**config.mk**
```make
export PLATFORM = sky130hd
export DESIGN_NAME = mod_addsub_pipe
export DESIGN_NICKNAME = d
export VERILOG_FILES = /design/src/rtl/mod_addsub_pipe_pkg.sv /design/src/rtl/mod_addsub_lane.sv /design/src/rtl/mod_addsub_pipe.sv
export SDC_FILE = /design/constraint.sdc
export NUM_CORES = 1
export LEC_CHECK = 0
export ABC_AREA = 0
export CAP_MARGIN = 40
export CORE_UTILIZATION = 45
export DETAILED_ROUTE_END_ITERATION = 10
export GPL_TIMING_DRIVEN = 1
export PLACE_DENSITY = 0.71
export SYNTH_ARGS = -nofsm -noshare
export SYNTH_HDL_FRONTEND = slang
export SYNTH_SLANG_ARGS = --single-unit
```
**constraint.sdc**
```tcl
create_clock -name clk -period 5.7 [get_ports clk]
set_input_delay 0.855 -clock clk [delete_from_list [all_inputs] [get_ports clk]]
set_output_delay 0.855 -clock clk [all_outputs]
set_load 0.02 [all_outputs]
```
**src/rtl/mod_addsub_pipe_pkg.sv**
```systemverilog
// rtl/mod_addsub_pipe_pkg.sv - shared constants for the modular add/sub pipeline
// Optional subtract support is enabled by defining MODADD_SUB_EN.
package mod_addsub_pipe_pkg;

  // Default coefficient width and lane count
  localparam int DEFAULT_W     = 16;
  localparam int DEFAULT_LANES = 4;

  // Operation encodings carried on the op port
  localparam logic OP_ADD = 1'b0;
  localparam logic OP_SUB = 1'b1;

endpackage

```
**src/rtl/mod_addsub_lane.sv**
```systemverilog
// rtl/mod_addsub_lane.sv - per-lane modular correction of the raw S1 value
// With MODADD_SUB_EN defined the lane also folds negative differences back by +q.
module mod_addsub_lane
  import mod_addsub_pipe_pkg::*;
#(
  parameter int W = DEFAULT_W
) (
  input  logic [W:0]   raw_i,
  input  logic [W-1:0] q_i,
`ifdef MODADD_SUB_EN
  input  logic         op_i,
`endif
  output logic [W-1:0] res_o
);

  // Bring the W+1-bit sum (or borrow-flagged difference) back into [0, q-1]
  always_comb begin
    res_o = raw_i[W-1:0];
`ifdef MODADD_SUB_EN
    if (op_i == OP_SUB) begin
      // Bit W of the difference is the borrow, i.e. a < b
      if (raw_i[W]) begin
        res_o = raw_i[W-1:0] + q_i;
      end
    end else if (raw_i >= {1'b0, q_i}) begin
      res_o = raw_i[W-1:0] - q_i;
    end
`else
    if (raw_i >= {1'b0, q_i}) begin
      res_o = raw_i[W-1:0] - q_i;
    end
`endif
  end

endmodule

```
**src/rtl/mod_addsub_pipe.sv**
```systemverilog
// rtl/mod_addsub_pipe.sv - two-stage multi-lane modular add/sub pipeline with valid/ready handshake
// Define MODADD_SUB_EN to honour op (subtract); otherwise op is ignored and every transaction adds.
module mod_addsub_pipe
  import mod_addsub_pipe_pkg::*;
#(
  parameter int W     = DEFAULT_W,
  parameter int LANES = DEFAULT_LANES
) (
  input  logic               clk,
  input  logic               reset,
  input  logic [W-1:0]       q,
  input  logic               in_valid,
  output logic               in_ready,
  input  logic               op,
  input  logic [LANES*W-1:0] a,
  input  logic [LANES*W-1:0] b,
  output logic               out_valid,
  input  logic               out_ready,
  output logic [LANES*W-1:0] out
);

  logic               s1_valid_q;
  logic [W:0]         s1_raw_d [LANES];
  logic [W:0]         s1_raw_q [LANES];
  logic [W-1:0]       s1_mod_q;
  logic               s2_valid_q;
  logic [LANES*W-1:0] s2_out_d;
  logic [LANES*W-1:0] s2_out_q;
  logic               s1_adv;
  logic               s2_adv;

`ifdef MODADD_SUB_EN
  logic               s1_op_q;
`else
  logic               unused_op;
  assign unused_op = op;
`endif

  // A stage may load when it is empty or its contents move on this cycle
  assign s2_adv    = !s2_valid_q || out_ready;
  assign s1_adv    = !s1_valid_q || s2_adv;
  assign in_ready  = s1_adv;
  assign out_valid = s2_valid_q;
  assign out       = s2_out_q;

  // Raw W+1-bit per-lane sum or difference feeding S1
  always_comb begin
    for (int i = 0; i < LANES; i++) begin
`ifdef MODADD_SUB_EN
      if (op == OP_SUB) begin
        s1_raw_d[i] = {1'b0, a[i*W +: W]} - {1'b0, b[i*W +: W]};
      end else begin
        s1_raw_d[i] = {1'b0, a[i*W +: W]} + {1'b0, b[i*W +: W]};
      end
`else
      s1_raw_d[i] = {1'b0, a[i*W +: W]} + {1'b0, b[i*W +: W]};
`endif
    end
  end

  // S1 valid flag; cleared by reset so in-flight work is dropped
  always_ff @(posedge clk) begin
    if (reset) begin
      s1_valid_q <= 1'b0;
    end else if (s1_adv) begin
      s1_valid_q <= in_valid;
    end
  end

  // S1 datapath: raw lane values plus this transaction's own q and op
  always_ff @(posedge clk) begin
    if (s1_adv) begin
      for (int i = 0; i < LANES; i++) begin
        s1_raw_q[i] <= s1_raw_d[i];
      end
      s1_mod_q <= q;
`ifdef MODADD_SUB_EN
      s1_op_q  <= op;
`endif
    end
  end

  // Per-lane correction, all lanes independent
  for (genvar g = 0; g < LANES; g++) begin : g_lane
    mod_addsub_lane #(
      .W(W)
    ) u_lane (
      .raw_i (s1_raw_q[g]),
      .q_i   (s1_mod_q),
`ifdef MODADD_SUB_EN
      .op_i  (s1_op_q),
`endif
      .res_o (s2_out_d[g*W +: W])
    );
  end

  // S2 output register; holds while the consumer stalls
  always_ff @(posedge clk) begin
    if (reset) begin
      s2_valid_q <= 1'b0;
      s2_out_q   <= '0;
    end else if (s2_adv) begin
      s2_valid_q <= s1_valid_q;
      if (s1_valid_q) begin
        s2_out_q <= s2_out_d;
      end
    end
  end

endmodule

```
After elaboration in Yosys (flattened, before gate mapping)
Memory sizes are Yosys's and may differ from the RTL's.
Cells that the tools add are included.
{"block": "totals", "ff_bits": 82, "latch_bits": 0, "ramBits": 68, "romBits": 0, "input_bits": 149, "out_inout_bits": 66, "word_cells": 28, "mem_count": 1}
{"memory": "s1_raw_q", "words": 4, "word_bits": 17, "rd": 4, "rd_ports_with_merged_regs": 0, "write_ports": 4, "line": "mod_addsub_pipe.sv:24", "text": "logic [W:0] s1_raw_q [LANES];"}
{"block": "op_classes", "add_sub_neg": 8, "mul": 0, "div_mod_pow": 0, "magnitude_cmp": 4, "eq_ne": 0, "shifts": 0, "muxes": 6, "bitwise": 0, "n_reduce_logical": 5}
{"op": "$add A16 B16 Y17", "n": 4}
{"op": "$ge A17 B16 Y1", "n": 4}
{"op": "$mux W16", "n": 4}
{"op": "$sub A16 B16 Y16", "n": 4}
{"op": "$logic_not A1 Y1", "n": 2}
{"op": "$logic_or A1 B1 Y1", "n": 2}
{"op": "$mux W1", "n": 2}
{"op": "$reduce_and A2 Y1", "n": 1}

Logic depth before layout (Yosys ltp)
Gate-level depths: netlist of run 1.
{"block": "logic_depth", "depth_word": 5, "ltp_mapped": 12, "ltp_nobuf": 12}

Hierarchy
Synthesis of run 1 repeated with hierarchy kept, for this count alone.
{"block": "unflattened", "hier_cells": 1376, "area_unflattened_um2": 12346.8}
{"mod": "mod_addsub_pipe", "instances": 1, "cells_each": 781, "area_each_um2": 7766.2, "seq_area_each_um2": 3843.7}
{"mod": "mod_addsub_lane (g_lane[2].u_lane ...)", "instances": 2, "cells_each": 145, "area_each_um2": 1123.6, "seq_area_each_um2": 0.0}
{"mod": "mod_addsub_lane (g_lane[1].u_lane)", "instances": 1, "cells_each": 156, "area_each_um2": 1189.9, "seq_area_each_um2": 0.0}
{"mod": "mod_addsub_lane (g_lane[0].u_lane)", "instances": 1, "cells_each": 149, "area_each_um2": 1143.6, "seq_area_each_um2": 0.0}

Worst setup path after synthesis of run 1
No wires, ideal clock.
{"block": "synth_path", "path_kind": "input -> output", "from": "input out_ready", "to": "output in_ready", "t_arrival_ps": 2826, "required_time_ps": 4845, "slack_ps": 2019, "stages": 2, "n_path_buf": 0, "cell_sequence": "nor2b_1 nand2_1"}
{"block": "synth_via", "elab_chain_cells": 2}
{"element": "from (decl)", "line": "mod_addsub_pipe.sv:18", "text": "input logic out_ready,"}
{"element": "$logic_or A1 B1 Y1", "line": "mod_addsub_pipe.sv:40", "text": "assign s2_adv = !s2_valid_q || out_ready;"}
{"element": "$logic_or A1 B1 Y1", "line": "mod_addsub_pipe.sv:41", "text": "assign s1_adv = !s1_valid_q || s2_adv;"}
{"element": "to (decl)", "line": "mod_addsub_pipe.sv:13", "text": "output logic in_ready,"}
Every way passes these cells.

Final worst setup path of run 1
Ends and elaborated chain as after synthesis.

==> metrics.yaml, run 1 <==
outcome: "finished, final reports clean"
final_nets: 1661
cts_root_buf: "clkbuf_16"
combPwrFrac_pct: 41.2
stdcell_count: 1708
grt_usage_pct: 23.9
cap_viol_max_count: 0
wirelength_um: 29100
ys_top_cells_by_area: "edfxtp_1 23%, ha_1 15%, dfxtp_1 12%"
synth_area_leader_cell: "edfxtp_1"
via_count: 9541
hp-start: "out[34]"
power_frac_seq_pct: 31.9
worstPathRequired_ns: 4.85
ant_nets: 0
synth-seq-area-share_pct: 35.2
synth_edf_count: 84
dp_hpwl_um: 21600
leakagePower_uw: 0.00574
initial_core_util_pct: 46.2
slew_viol_final: 0
p_sw_share_pct: 35.5
cts_sinks: 150
drt_pass1_iterations: 5
p_int_uw: 2910
cp_max_fo: 34
syn_inst: 1169
finalHoldViolations: 0
dieArea_mm2: 0.0249
place.port_buffers: 213
synth_seq_cells: 150
drive_gt1_share_pct: 4.10
cts_resized: 0
ys_types: 65
max_freq_ghz: 0.273
die_y_um: 158
wl_per_cell_um: 17.0
hold_path_class: "reg -> reg"
period_share_pct: 64.4
die_x_um: 158
final_common_cell: "clkdlybuf4s50_1"
grt_overflow_total: 0
num_rows: 56
criticalPathCategory: "in -> out"
netlist_area_mm2: 0.0109
syn-num-nets: 1454
clkTransAtPathRegs_ns: 0.06
clkPwrFrac_pct: 26.9
ir_drop_uv: 183
drtIter0Drc: 543
whs_path_depth: 2
p_per_area_mw_per_mm2: 322
synth_flop_cell: "edfxtp_1"
grt_pass1_vias: 9026
hold_buffers: 0
gp_congestion: 0.875
worst_pin_slew_ns: 0.725
async_reset_ff_share_pct: 0
cts_buffer_depth: 2
slew_headroom_pct: 50.4
grt_start_max_net_pins: 65
setup_viol: 0
rsz0062_at_grt: "false"
whs_endpoint: "out[34]"
ys.warnings.count: 0
r2r-end: "out[60]"
cts_tree: "yes"
period_minus_slack_ns: 3.67
reg2reg_depth: 10
power_uw: 4520
cp-start-kind: "input port"
drc: 0
cp-end-kind: "primary output"
n_antenna_cell: 0
core_mm2: 0.0236
n_fill_cell: 2071
numCtsBuffers: 17
htree_levels: 4
worstPathArrival_ns: 2.81
via_per_inst: 5.59
mostFrequentLayoutCells: "213 x clkdlybuf4s50_1, 147 x a21oi_1, 128 x ha_1, 103 x o21ai_0, 84 x edfxtp_1"
r2r-start: "s1_mod_q[1]"
cts_setup_buffers: 0
area_growth_syn_to_layout_pct: 28.6
clkLatencyLatePin_ns: 0.43
dp_cells: 1676
ios: 215
syn_area_per_cell_um2: 9.33
p_sw_uw: 1600
reg2reg_slack_ns: 2.41
yosysTopAreaCellShare_pct: 23.1
skew_ns: 0.0114
grt_first_pass_wirelength_um: 45600
antenna_found_initial: 0
final.setup.tns_ns: 0
[per-layer routing]
layer / up-vias / track usage, % / share of wire (%)
li1: 4775 / - / -
met1: 4440 / 30.5 / 45
met2: 277 / 40.3 / 47
met3: 49 / 4.02 / 5.2
met4: 0 / 8.69 / 2.8
met5: - / 0 / 0
[per-stage QoR]
stage | worst slack (ns) | util [%] | hold slack (ns) | instance area, µm²
2_1_floorplan | 2.02 | - | 0.487 | 10900
5_1_grt | 1.84 | 59.4 | 0.492 | 14000
6_report | 2.03 | 59.4 | 0.457 | 14000
3_3_place_gp | 1.67 | 56.6 | 0.442 | 13400
4_1_cts | 2.00 | 59.4 | 0.457 | 14000
3_5_place_dp | 1.65 | 56.7 | 0.449 | 13400
[sequential cells by signal, indices dropped and copies added (netlist names)]
signal and flops:
s1_raw_q 68, out 64, s1_mod_q 16, out_valid 1, s1_valid_q 1
[power groups by stage]
stage | Sequential (µW) | Combinational (µW) | Clock, µW
detailed placement | 1460 | 1830 | 0
global route | 1460 | 2060 | 1270
finish | 1440 | 1860 | 1210
floorplan | 1480 | 1280 | 0
global placement | 1460 | 1800 | 0
CTS | 1440 | 1850 | 1230
[logic make-up (layout without fill, tap and decap cells)]
group / Yosys count / count (layout) / synth area share, %
compound gates: 420 / 420 / 24.0
simple gates: 234 / 234 / 10.1
flops: 150 / 150 / 35.2
fa+ha+maj: 136 / 136 / 16.2
xor+xnor: 100 / 100 / 8.03
buf+inv: 97 / 317 / 3.50
mux: 32 / 32 / 2.96
[how the worst max path moves through the flow]
stage	end	start
after floorplan	in_ready	out_ready
after global placement	s1_raw_q[1][16]	a[16]
after detailed placement	s1_raw_q[1][16]	a[16]
after CTS	in_ready	out_ready
after global routing	s1_raw_q[0][16]	a[0]
final	in_ready	out_ready
[cell type report]
cell class,instances,area (µm²),area share (%)
multi-input combinational,922,6690,47.7
inverter,62,233,1.66
clock buffer,20,468,3.34
timing repair buffer,223,2220,15.8
clock inverter,12,164,1.17
sequential,150,3840,27.4
tap,319,399,2.85
[critical path, stage by stage]
cell and delay [ns]:
clkdlybuf4s50_1 0.41, nor2b_1 0.43, nand2_4 0.39, clkdlybuf4s50_1 0.69
[synthesized netlist by cell type, types with 2 or more instances]
cell       count
o21ai_0      103
nand3_1       20
a2111o_1       3
nand4_1        9
xor2_1        39
mux2_2         2
o22ai_1        3
dfxtp_1       66
a2111oi_0      5
and3_1         6
ha_1         128
a21oi_2        3
nor4b_1        4
nor4_1         4
nand2_1       69
a21o_1        27
o31a_1         4
or3_1          3
inv_1         62
nor2b_1       15
edfxtp_1      84
o21bai_1      22
a211oi_1      19
o31ai_1        7
nand3b_1       3
a31oi_1       15
a311o_1        3
nand2b_1       7
fa_1           8
nor2_1        67
a21oi_1      147
nand4b_1       2
buf_2          5
clkbuf_1      28
xnor2_1       61
a41oi_1        4
nor3_1        20
mux2i_1       30
nor3b_1        2
a211o_1        3
o211ai_1       9
o21a_1        25
Note: power is estimated with default switching activity, not from simulation.
==> run 2: changes to the inputs <==
clock period = 3.6 ns   (was 5.7 ns; I/O delays follow)
==> metrics.yaml, run 2 (same netlist as run 1, synthesis figures left out) <==
leakagePower_uw: 0.00580  # was 0.00574 µW
place.port_buffers: 213  # unchanged
p_per_area_mw_per_mm2: 499  # was 322 mW/mm²
cp_max_fo: 2  # was 34
grt_start_max_net_pins: 85  # was 65
setup_viol: 0  # unchanged
crit_path_frequent_cell: "o21ai_0"  # was clkdlybuf4s50_1
max_stage_delay_ns: 0.44  # was 0.69 ns
ir_drop_uv: 318  # was 183 µV
via_count: 9442  # was 9,541
die_x_um: 158  # unchanged
regMostFlops: "s1_raw_q"  # unchanged
criticalPathCategory: "in -> reg"  # was in -> out
hold_path_class: "reg -> reg"  # unchanged
skew_ns: 0.00852  # was 0.0114 ns
hold_buffers: 0  # unchanged
n_antenna_cell: 0  # unchanged
via_per_inst: 5.48  # was 5.59
stdcell_count: 1723  # was 1,708
wl_per_cell_um: 16.8  # was 17.0 µm
rsz0062_at_grt: "false"  # unchanged
worstPathArrival_ns: 3.35  # was 2.81 ns
htree_levels: 4  # unchanged
cts_resized: 0  # unchanged
power_uw: 7030  # was 4520 µW
drt_pass1_iterations: 5  # unchanged
ant_nets: 0  # unchanged
grt_usage_pct: 23.5  # was 23.9%
largest_register_ffs: 68  # unchanged
grt_first_pass_wirelength_um: 44500  # was 45,600 µm
antenna_found_initial: 0  # unchanged
initial_core_util_pct: 46.2  # unchanged
grt_overflow_total: 0  # unchanged
crit_start: "a[16]"  # was out_ready
slew_headroom_pct: 43.8  # was 50.4%
drtIter0Drc: 585  # was 543
cts_buffer_depth: 2  # unchanged
drive_gt1_share_pct: 5.06  # was 4.10%
crit_buf_inv: 1  # was 2
clkLatencyLatePin_ns: 0.43  # about the same
max_freq_ghz: 0.315
mostFrequentLayoutCells: "213 x clkdlybuf4s50_1, 147 x a21oi_1, 128 x ha_1, 103 x o21ai_0, 84 x edfxtp_1"  # unchanged
crit_slowest_cell: "a2111o_1"  # was clkdlybuf4s50_1
area_growth_syn_to_layout_pct: 29.2  # was 28.6%
final_nets: 1676  # was 1,661
crit_family: "compound AO/OA/AOI/OAI gates"  # was buffers and inverters
worstPathRequired_ns: 3.77  # was 4.85 ns
dp_hpwl_um: 21500  # was 21,600 µm
ios: 215  # unchanged
period_minus_slack_ns: 3.17
cts_tree: "yes"  # unchanged
hp-start: "out[34]"  # unchanged
period_share_pct: 88.1
path_cells: "clkdlybuf4s50_1, ha_1, fa_1, a21o_1, a21oi_1, o21ai_0, a21oi_1, o21ai_0, a2111o_1, a31oi_1, o21ai_0"  # was clkdlybuf4s50_1, nor2b_1, nand2_4, clkdlybuf4s50_1
core_mm2: 0.0236  # unchanged
cts_root_buf: "clkbuf_16"  # unchanged
outcome: "finished, final reports clean"  # unchanged
gp_congestion: 0.923  # was 0.875
clkTransAtPathRegs_ns: 0.06  # about the same
worst_pin_slew_ns: 0.842  # was 0.725 ns
cp-end-kind: "register"  # was primary output
drc: 0  # unchanged
grt_pass1_vias: 8910  # was 9,026
die_y_um: 158  # unchanged
wirelength_um: 28900  # was 29,100 µm
numCtsBuffers: 17  # unchanged
placed_area_mm2: 0.0135  # was 0.0134 mm²
slew_viol_final: 0  # unchanged
dieArea_mm2: 0.0249  # unchanged
cts_sinks: 150  # unchanged
final_area_mm2: 0.0141  # was 0.0140 mm²
num_rows: 56  # unchanged
r2r-start: "s1_mod_q[6]"  # was s1_mod_q[1]
final_common_cell: "clkdlybuf4s50_1"  # unchanged
dp_cells: 1691  # was 1,676
cts_setup_buffers: 0  # unchanged
cp-start-kind: "input port"  # unchanged
cap_viol_max_count: 0  # unchanged
finalHoldViolations: 0  # unchanged
-- run 2: cell type report --
type / instances / area [µm²]
fillers: 2115 / 9520
multi-input cells: 922 / 6690
flip-flops and latches: 150 / 3840
repair buffers: 238 / 2330
clock buffers: 19 / 443
well taps: 319 / 399
inverters: 62 / 233
clock inverters: 13 / 145
-- run 2: worst paths after layout --
kind                                         to  slack [ns]  cells after the start
worst max-delay path            s1_raw_q[1][16]        0.43                     11
worst min-delay path                    out[34]        0.46                      2
worst max register to register          out[26]        0.49                     10
worst min register to register          out[34]        0.46                      2
-- run 2: per-layer routing --
layer | global-route usage [%] | wire, µm | up-vias
li1 | - | - | 4787
met1 | 28.9 | 12500 | 4292
met2 | 39.3 | 13600 | 302
met3 | 4.13 | 1700 | 61
met4 | 11.9 | 1150 | 0
met5 | 0 | 0 | -
-- run 2: stage by stage --
stage | hold WS [ns] | util, % | worst slack, ns | setup TNS, ns
after floorplan | 0.487 | - | 0.455 | 0
after global placement | 0.439 | 57.2 | 0.0627 | 0
after detailed placement | 0.446 | 57.2 | -0.0173 | -0.0331
after CTS | 0.455 | 59.7 | 0.422 | 0
after global routing | 0.481 | 59.7 | 0.224 | 0
final | 0.455 | 59.7 | 0.428 | 0
-- run 2: worst min-delay path, cell delays in order (launching register included) --
cell     delay, ns
dfxtp_1       0.31
nand2_1       0.05
a21oi_1       0.05
-- run 2: power breakdown --
group          leakage, µW  internal [µW]  switching [µW]
combinational      0.00408           1360            1610
clock             0.000282           1050             736
sequential         0.00143           2110             172
